## config.mk

```make
export PLATFORM = sky130hd
export DESIGN_NAME = fpu_result_fifo_flat
export DESIGN_NICKNAME = d
export VERILOG_FILES = /design/src/rtl/fpu_pkg.sv /design/src/rtl/fpu_result_fifo_if.sv /design/src/rtl/fp16_classify.sv /design/src/rtl/fpu_result_fifo.sv /design/src/flat_wrapper.sv
export SDC_FILE = /design/constraint.sdc
export NUM_CORES = 1
export LEC_CHECK = 0
export ABC_AREA = 0
export BUFFER_PORTS_ARGS = -buffer_cell sky130_fd_sc_hd__buf_2
export CAP_MARGIN = 0
export CORE_MARGIN = 2
export CORE_UTILIZATION = 44
export CTS_CLUSTER_DIAMETER = 50
export CTS_CLUSTER_SIZE = 25
export DETAILED_ROUTE_END_ITERATION = 8
export GPL_TIMING_DRIVEN = 0
export PLACE_DENSITY = 0.64
export SLEW_MARGIN = 20
export SYNTH_ARGS = -nofsm -noshare
export SYNTH_HDL_FRONTEND = slang
export SYNTH_SLANG_ARGS = --single-unit
```

## constraint.sdc

```tcl
create_clock -name clk -period 3.9 [get_ports clk]
set_clock_uncertainty 0.05 [all_clocks]
set_input_delay 0.975 -clock clk [delete_from_list [all_inputs] [get_ports clk]]
set_output_delay 0.975 -clock clk [all_outputs]
set_load 0.01 [all_outputs]
```

## src/rtl/fpu_pkg.sv

```systemverilog
// Shared fp16 field layout and result-class encoding for the FPU blocks.
package fpu_pkg;

  localparam int SIGN_BIT = 15;
  localparam int EXP_MSB  = 14;
  localparam int EXP_LSB  = 10;
  localparam int MANT_MSB = 9;
  localparam logic [4:0] EXP_ALL_ONES = 5'h1F;

  // Bit positions inside the class vector {nan, inf, zero, subnormal, sign}
  localparam int CLS_NAN  = 4;
  localparam int CLS_INF  = 3;
  localparam int CLS_ZERO = 2;
  localparam int CLS_SUB  = 1;
  localparam int CLS_SIGN = 0;
  localparam int CLS_W    = 5;

  typedef logic [CLS_W-1:0] fp16_class_t;

endpackage

```

## src/rtl/fpu_result_fifo_if.sv

```systemverilog
// Handshake bundle between the fp16 adder / issue logic, the result FIFO and the consumer.
interface fpu_result_fifo_if
  import fpu_pkg::*;
#(
    parameter int DEPTH  = 4,
    parameter int DATA_W = 16
);
    localparam int CW = $clog2(DEPTH) + 1;

    logic              issue_valid;
    logic [DATA_W-1:0] res_data;
    logic              res_valid;
    logic              can_issue;
    logic [DATA_W-1:0] out_data;
    fp16_class_t       out_class;
    logic              out_valid;
    logic              out_ready;
    logic [CW-1:0]     count;
    logic              overflow;
    logic              clr_overflow;

    // master: the surrounding logic (issue, adder, consumer); slave: the FIFO
    modport master (
        output issue_valid, res_data, res_valid, out_ready, clr_overflow,
        input  can_issue, out_data, out_class, out_valid, count, overflow
    );

    modport slave (
        input  issue_valid, res_data, res_valid, out_ready, clr_overflow,
        output can_issue, out_data, out_class, out_valid, count, overflow
    );

endinterface

```

## src/rtl/fp16_classify.sv

```systemverilog
// Combinational IEEE-754 half-precision classifier producing {nan, inf, zero, subnormal, sign}.
module fp16_classify
  import fpu_pkg::*;
(
    input  logic [15:0] data,
    output fp16_class_t cls
);

    logic [4:0] exp_f;
    logic [9:0] mant;

    assign exp_f = data[EXP_MSB:EXP_LSB];
    assign mant  = data[MANT_MSB:0];

    always_comb begin
        cls           = '0;
        cls[CLS_NAN]  = (exp_f == EXP_ALL_ONES) && (mant != '0);
        cls[CLS_INF]  = (exp_f == EXP_ALL_ONES) && (mant == '0);
        cls[CLS_ZERO] = (exp_f == '0) && (mant == '0);
        cls[CLS_SUB]  = (exp_f == '0) && (mant != '0);
        cls[CLS_SIGN] = data[SIGN_BIT];
    end

endmodule

```

## src/rtl/fpu_result_fifo.sv

```systemverilog
// Credit-controlled result FIFO behind the fp16 adder; FPU_RESULT_CLASS_EN adds a stored
// per-entry class vector, otherwise out_class is tied to zero.
module fpu_result_fifo
  import fpu_pkg::*;
#(
    parameter int DEPTH  = 4,
    parameter int DATA_W = 16
)(
    input logic              clk,
    input logic              rst_n,
    fpu_result_fifo_if.slave bus
);

    localparam int PW = $clog2(DEPTH);
    localparam int CW = PW + 1;
    localparam logic [CW-1:0] DEPTH_C = CW'(DEPTH);
`ifdef FPU_RESULT_CLASS_EN
    localparam int ENTRY_W = DATA_W + CLS_W;
`else
    localparam int ENTRY_W = DATA_W;
`endif

    logic [ENTRY_W-1:0] mem [DEPTH];
    logic [ENTRY_W-1:0] wr_entry;
    logic [ENTRY_W-1:0] head;
    logic [PW-1:0]      wr_ptr;
    logic [PW-1:0]      rd_ptr;
    logic [CW-1:0]      count;
    logic [CW-1:0]      inflight;
    logic [CW:0]        credit_sum;
    logic               overflow;
    logic               full;
    logic               empty;
    logic               pop;
    logic               push;
    logic               drop;

    assign full  = (count == DEPTH_C);
    assign empty = (count == '0);
    assign pop   = !empty && bus.out_ready;
    // A pop in the same cycle frees the slot, so a full FIFO still accepts the beat.
    assign push  = bus.res_valid && (!full || pop);
    assign drop  = bus.res_valid && full && !pop;

`ifdef FPU_RESULT_CLASS_EN
    fp16_class_t res_class;

    fp16_classify u_classify (
        .data (bus.res_data),
        .cls  (res_class)
    );

    assign wr_entry      = {res_class, bus.res_data};
    assign bus.out_class = empty ? '0 : head[ENTRY_W-1:DATA_W];
`else
    assign wr_entry      = bus.res_data;
    assign bus.out_class = '0;
`endif

    assign head          = mem[rd_ptr];
    assign bus.out_valid = !empty;
    assign bus.out_data  = empty ? '0 : head[DATA_W-1:0];
    assign bus.count     = count;
    assign bus.overflow  = overflow;

    // Results already in the adder count against the free slots.
    assign credit_sum    = {1'b0, count} + {1'b0, inflight};
    assign bus.can_issue = (credit_sum < {1'b0, DEPTH_C});

    // Storage holds no control state and is left unreset.
    always_ff @(posedge clk) begin
        if (push) begin
            mem[wr_ptr] <= wr_entry;
        end
    end

    always_ff @(posedge clk or negedge rst_n) begin
        if (!rst_n) begin
            wr_ptr   <= '0;
            rd_ptr   <= '0;
            count    <= '0;
            inflight <= '0;
            overflow <= 1'b0;
        end else begin
            if (push) begin
                wr_ptr <= wr_ptr + 1'b1;
            end
            if (pop) begin
                rd_ptr <= rd_ptr + 1'b1;
            end
            if (push && !pop) begin
                count <= count + 1'b1;
            end else if (pop && !push) begin
                count <= count - 1'b1;
            end

            if (drop) begin
                overflow <= 1'b1;
            end else if (bus.clr_overflow) begin
                overflow <= 1'b0;
            end

            // Saturate both ways: stale results after a reset must not wrap the credit.
            if (bus.issue_valid && !bus.res_valid) begin
                if (inflight != DEPTH_C) begin
                    inflight <= inflight + 1'b1;
                end
            end else if (bus.res_valid && !bus.issue_valid) begin
                if (inflight != '0) begin
                    inflight <= inflight - 1'b1;
                end
            end
        end
    end

endmodule

```

## src/flat_wrapper.sv

```systemverilog
// flat-port wrapper written by rule: the top's interface ports become plain ports
module fpu_result_fifo_flat import fpu_pkg::*;
#(
    parameter int DEPTH  = 4,
    parameter int DATA_W = 16
)
  (clk, rst_n, bus_issue_valid, bus_res_data, bus_res_valid, bus_out_ready, bus_clr_overflow, bus_can_issue, bus_out_data, bus_out_class, bus_out_valid, bus_count, bus_overflow);
  fpu_result_fifo_if #(.DEPTH(DEPTH), .DATA_W(DATA_W)) bus_i ();
  input logic clk;
  input logic rst_n;
  input wire logic [$bits(bus_i.issue_valid)-1:0] bus_issue_valid;
  input wire logic [$bits(bus_i.res_data)-1:0] bus_res_data;
  input wire logic [$bits(bus_i.res_valid)-1:0] bus_res_valid;
  input wire logic [$bits(bus_i.out_ready)-1:0] bus_out_ready;
  input wire logic [$bits(bus_i.clr_overflow)-1:0] bus_clr_overflow;
  output wire logic [$bits(bus_i.can_issue)-1:0] bus_can_issue;
  output wire logic [$bits(bus_i.out_data)-1:0] bus_out_data;
  output wire logic [$bits(bus_i.out_class)-1:0] bus_out_class;
  output wire logic [$bits(bus_i.out_valid)-1:0] bus_out_valid;
  output wire logic [$bits(bus_i.count)-1:0] bus_count;
  output wire logic [$bits(bus_i.overflow)-1:0] bus_overflow;
  assign bus_i.issue_valid = bus_issue_valid;
  assign bus_i.res_data = bus_res_data;
  assign bus_i.res_valid = bus_res_valid;
  assign bus_i.out_ready = bus_out_ready;
  assign bus_i.clr_overflow = bus_clr_overflow;
  assign bus_can_issue = bus_i.can_issue;
  assign bus_out_data = bus_i.out_data;
  assign bus_out_class = bus_i.out_class;
  assign bus_out_valid = bus_i.out_valid;
  assign bus_count = bus_i.count;
  assign bus_overflow = bus_i.overflow;
  fpu_result_fifo #(.DEPTH(DEPTH), .DATA_W(DATA_W)) u_core (.clk(clk), .rst_n(rst_n), .bus(bus_i));
endmodule
```

==> metrics.txt, run 1 <==
Num Clock Sinks=75; first-pass GRT wire length=around 7800 um; die span in x=around 89 um; Placer Congestion=about 0.7; CP Data Arrival Time=between 1.5 and 2 ns; Seq cells post-synth=75; element type at the critical path end=primary output; Reg clk slew, reported paths=~0.070 ns; # rows=31; setup_tns=0 ns; drt first-iter violations=62; drt wl/cell=roughly 15 um; Worst Hold Slack=about 0.45 ns; min-delay worst type=primary input to async pin; antenna violations before repair=0; Inserted Clock Buffers=9; post-cts resize count=0; fraction of layout instances using a drive strength above 1=a little under a third; GRT Util Overall=between 10% and 20%; synth unique cells=32; R2R setup slack=approximately 1.5 ns; Reg area=2200 um2; peak supply drop=about 0.37 mV; Worst Setup SP=u_core.bus.count[0]; final net count=262; Power per Cell Area=between 700 and 800 nW/um2; FILL cells=between 600 and 700; Sequential Power Share=about 43%; CTS tree=built; P_sw=between 800 and 900 uW; Comb power frac=36.6%; fin crit share=75.9%; Clk pwr share=approximately a fifth; Synth Warn #=0; DRC Markers=0; f_max=0.338 GHz; drt pass-1 iters=6; vias in the first global route=approximately 1600; ys flop type=edfxtp_1; Worst R2R Path Depth=9; multi-input combinational cell area=slightly below 900 um2; cell internal pwr=approximately 1.9 mW; Crit path required time=~2.9 ns; I/O Pins=49; Lkg Pwr=approximately 1.4 nW; status=finished, final reports clean; worst slew pin tran=0.897 ns; top-count cell post-synth=edfxtp_1; grt total ovfl=0; largest net degree at the start of global routing=17; H-Tree Depth=3; root buffer cell=clkbuf_8; vias=1580; worst-path fanout max=10; Mapped Cells=around 170; share of Yosys cell area claimed by the top area cell type=60.3%; worst r2r dst=u_core.bus.count[2]; number of port buffers=between 40 and 50; Layout area overhead=16.7%; max-cap violations=0; fin. max-slew vios=0; n_diodes=0; Net Sw Frac=a little under a third; FFs w/ async S/R, synth=approximately 15%; Avg Cell Area, Syn=18.5 um2; Post-CTS Setup Inserts=0; Post-CTS Hold Buffers=0; post-route ant nets=0; sequential cell area fraction in the yosys report=a little under 70%; Synth area leader=edfxtp_1; critical path class=flop to primary output; Max transition margin=40.2%; CTS Buffer Depth=2; startpoint types=flop; unrepaired setup endpoints after global routing=false; DIE AREA=about 7900 um2; setup violators final=0; Post-synth EDFFs=between 60 and 70; clock latency on the worst-skew pair=0.33 ns; CORE AREA=7140 um2; post-layout min period=approximately 3 ns; RR Startpoint=u_core.bus.count[0]; DIE HEIGHT=89.1 um; DR vias/cell=~4.7; mapped cell area=approximately 3200 um2; Initial Util=44.7%; synth top area cells=edfxtp_1 (60%), dfrtp_1 (8.6%), mux4_1 (6.6%); final hold violation count=0; Final HPWL DP=between 3000 and 4000 um; most instantiated cells after synthesis=edfxtp_1 (64), and2_1 (20), dfrtp_1 (11); drt total wl=roughly 4900 um
-- stage by stage --
step	util, %	instances	cell area (um2)	setup slack (ns)	power [mW]
2_1_floorplan	-	176	3200	1.29	1.87
3_3_place_gp	49.6	318	3540	1.06	2.17
3_5_place_dp	49.6	318	3540	1.02	2.19
4_1_cts	52.1	334	3720	0.893	2.74
5_1_grt	52.1	334	3720	0.798	2.89
6_report	52.1	334	3720	0.941	2.69
-- power groups by stage --
stage          Sequential [mW]  Combinational (mW)  Clock [mW]
5_1_grt                   1.18                1.11       0.598
6_report                  1.17               0.985       0.542
2_1_floorplan             1.17               0.702           0
4_1_cts                   1.17                1.01       0.561
3_5_place_dp              1.18                1.01           0
3_3_place_gp              1.18               0.995           0
-- routing by layer --
layer	vias to the layer above	GRT usage (%)	routed length, um
met1	769	16.9	2130
met5	-	0	0
met4	0	7.73	108
met2	37	22.6	2380
li1	763	-	-
met3	11	3.79	257
-- placed cells by master (no fill, tap or decap) --
cell type   n
inv_1       6
nand3_1     1
and2_1     20
bufinv_16   1
clkbuf_8    9
nor4b_1     1
mux4_2      8
o211ai_1    1
or3_1       1
and3_1      1
mux2i_1     1
edfxtp_1   64
nor2_1      4
clkinv_2    1
o21ai_0     3
o21bai_1    1
buf_12      1
xor2_1      3
clkinv_1    1
buf_6       1
buf_2      46
conb_1      5
fa_1        2
nor3_1      1
mux2_2      2
dfrtp_1    11
ha_1        8
a211oi_1    1
xnor2_1     4
nand2_1     4
clkbuf_1    5
nor4_1      1
nor2b_1     2
mux4_1      8
buf_4       5
a2bb2oi_1   1
-- kinds of logic after synthesis --
kind of cell / count (synthesis) / synth area share [%]
adders and majority gates: 10 / 4.40
and+or+nand+nor: 36 / 6.44
buffers and inverters: 17 / 3.45
DFF: 75 / 68.9
xor gates and xnor gates: 7 / 1.92
other: 1 / 0.118
muxes: 19 / 13.3
AOI/OAI and AO/OA: 7 / 1.45
-- worst max path at each step --
stage / endpoint / slack (ns) / cells after the start
after detailed placement: u_core.bus.count[1] / 1.02 / 7
after floorplan: u_core.bus.count[1] / 1.29 / 6
after global routing: bus_out_data[3] / 0.80 / 5
final: bus_out_data[12] / 0.94 / 5
after CTS: bus_out_data[12] / 0.89 / 5
after global placement: u_core.bus.count[1] / 1.06 / 7
-- state kept, by name, summed over array words and instances (netlist names) --
register / flops
u_core.mem: 64
u_core.bus.count: 3
u_core.inflight: 3
u_core.rd_ptr: 2
u_core.wr_ptr: 2
u_core.bus.overflow: 1
-- cell type report --
class	instances	area share, %
Buffer	11	2.36
Clock buffer	13	3.73
Clock inverter	3	1.04
Inverter	6	0.606
Multi-Input combinational cell	84	24.1
Sequential cell	75	59.1
Tap cell	99	3.33
Timing Repair Buffer	43	5.79
-- critical path, cell delays in order, from the launching register on --
cell and delay, ns:
dfrtp_1 0.46, or3_1 0.37, clkbuf_1 0.24, buf_2 0.25, and2_1 0.15, buf_2 0.13
Note: power is estimated with default switching activity, not from simulation.
==> run 2, diff against run 1 <==
--- a/config.mk
+++ b/config.mk
@@ -14,7 +14,7 @@
 export CTS_CLUSTER_SIZE = 25
 export DETAILED_ROUTE_END_ITERATION = 8
 export GPL_TIMING_DRIVEN = 0
-export PLACE_DENSITY = 0.64
+export PLACE_DENSITY = 0.67
 export SLEW_MARGIN = 20
 export SYNTH_ARGS = -nofsm -noshare
 export SYNTH_HDL_FRONTEND = slang
==> constraint.sdc (replaced) <==
create_clock -name clk -period 2.5 [get_ports clk]
set_clock_uncertainty 0.05 [all_clocks]
set_input_delay 0.625 -clock clk [delete_from_list [all_inputs] [get_ports clk]]
set_output_delay 0.625 -clock clk [all_outputs]
set_load 0.01 [all_outputs]
==> metrics.txt, run 2 (synthesized netlist as in run 1, its figures left out) <==
status=finished, final reports clean; setup violators final=0; CP Data Arrival Time=between 1.5 and 2 ns; Max transition margin=42.0%; Setup WS post-layout=between 0.06 and 0.07 ns; worst slew pin tran=about 0.87 ns; number of port buffers=43; CTS tree=built; fraction of layout instances using a drive strength above 1=40.7%; Lkg Pwr=~1.5 nW; # rows=31; CTS Buffer Depth=2; post-route ant nets=0; DIE AREA=7940 um2; unrepaired setup endpoints after global routing=true; first-pass GRT wire length=between 8000 and 9000 um; max FFs per register=64; most flop-heavy register=u_core.mem; final net count=between 200 and 300; worst-path fanout max=9; CP bufs+invs=3; commonest non-fill, non-tap cell in the layout=edfxtp_1; drt wl/cell=15.8 um; Num Clock Sinks=75; I/O Pins=between 40 and 50; commonest cells after routing, fill and taps aside=edfxtp_1 (64), buf_2 (42), and2_1 (14); DIE HEIGHT=about 89 um; max-cap violations=0; Layout area overhead=21.2%; grt total ovfl=0; min-delay worst type=primary input to async pin; final hold violation count=0; drt pass-1 iters=4; fin. max-slew vios=0; fin crit share=a little over nine tenths; GRT Util Overall=~15%; Placer Congestion=roughly 0.73; vias=between 1500 and 2000; most frequent CP cell=buf_6; drt first-iter violations=128; critical path class=flop to primary output; n_diodes=0; peak supply drop=around 0.48 mV; Top delay family on crit path=multiplexers; post-layout min period=about 2.4 ns; WP depth=5; Top Registers=u_core.mem x64, u_core.bus.count x3, u_core.inflight x3; CORE AREA=7140 um2; Worst path max stage delay=0.50 ns; clock latency on the worst-skew pair=around 0.33 ns; die span in x=about 89 um; Place WS=-0.0480 ns; Inserted Clock Buffers=9; Critical-path top delay cell=mux4_2; DRC Markers=0; Worst R2R Path Depth=9; root buffer cell=clkbuf_8; Critical Path, Cell by Cell=buf_6 -> buf_12 -> mux4_2 -> and2_4 -> buf_6; Crit path required time=about 1.8 ns; Initial Util=44.7%; largest net degree at the start of global routing=17; element type at the critical path end=primary output; DR vias/cell=just under 5; Reg clk slew, reported paths=0.08 ns; setup_tns=0 ns; H-Tree Depth=3; Final HPWL DP=approximately 3500 um; vias in the first global route=1641; f_max=0.410 GHz; drt total wl=approximately 5400 um; Power per Cell Area=1200 nW/um2; startpoint types=flop; antenna violations before repair=0
## run 2: cell count changes in the layout (fill, tap and decap cells not counted), sizes merged
cell,change
bufinv,+1
clkbuf,-3
buf,+6
clkinvlp,+1
clkinv,+1
## run 2: final timing paths
path                       slack, ns                start                   to
max                             0.06     u_core.rd_ptr[0]      bus_out_data[2]
min                              0.1                rst_n  u_core.bus.overflow
max reg2reg                     0.19  u_core.bus.count[0]  u_core.bus.count[2]
min reg2reg                     0.47  u_core.bus.count[2]  u_core.bus.count[2]
max in group asynchronous       2.07                rst_n  u_core.bus.count[2]
min in group clk                0.44     bus_clr_overflow  u_core.bus.overflow
## run 2: area by class of cell
cell class	count	area, um2
Clock buffer	10	128
Timing Repair Buffer	50	305
Inverter	6	22.5
Multi-Input combinational cell	84	900
Sequential cell	75	2200
Fill cell	622	3280
Clock inverter	6	90.1
Tap cell	99	124
Buffer	10	92.6
## run 2: per-layer routing
layer	up-vias	part of all wire [%]	GRT usage, %
met4	0	0.82	4.88
met5	-	0	0
li1	771	-	-
met2	42	49	23.6
met3	5	4.4	4.52
met1	824	45	19.3
## run 2: stage by stage
step	hold WS, ns	area (um2)	cells	total power, mW	utilization (%)
after floorplan	0.279	3200	176	2.91	-
after global placement	0.462	3540	318	3.38	49.6
after detailed placement	0.464	3540	318	3.44	49.6
after CTS	0.0930	3800	335	4.53	53.3
after global routing	0.102	3860	340	4.95	54.1
final	0.0958	3860	340	4.65	54.1
## run 2: repair_timing
item / CTS / global route
resized for setup: 2 / 16
gates cloned: 0 / 0
pin swaps: 0 / 4
endpoints found under the setup margin: 10 / 15
hold buffers: 0 / 0
endpoints found under the hold margin: 0 / 0
setup buffers: 2 / 5
## run 2: report_power, final
part / internal [mW] / switching [mW] / total (mW)
Combinational: 0.993 / 0.816 / 1.81
Clock: 0.564 / 0.442 / 1.01
Sequential: 1.68 / 0.154 / 1.83
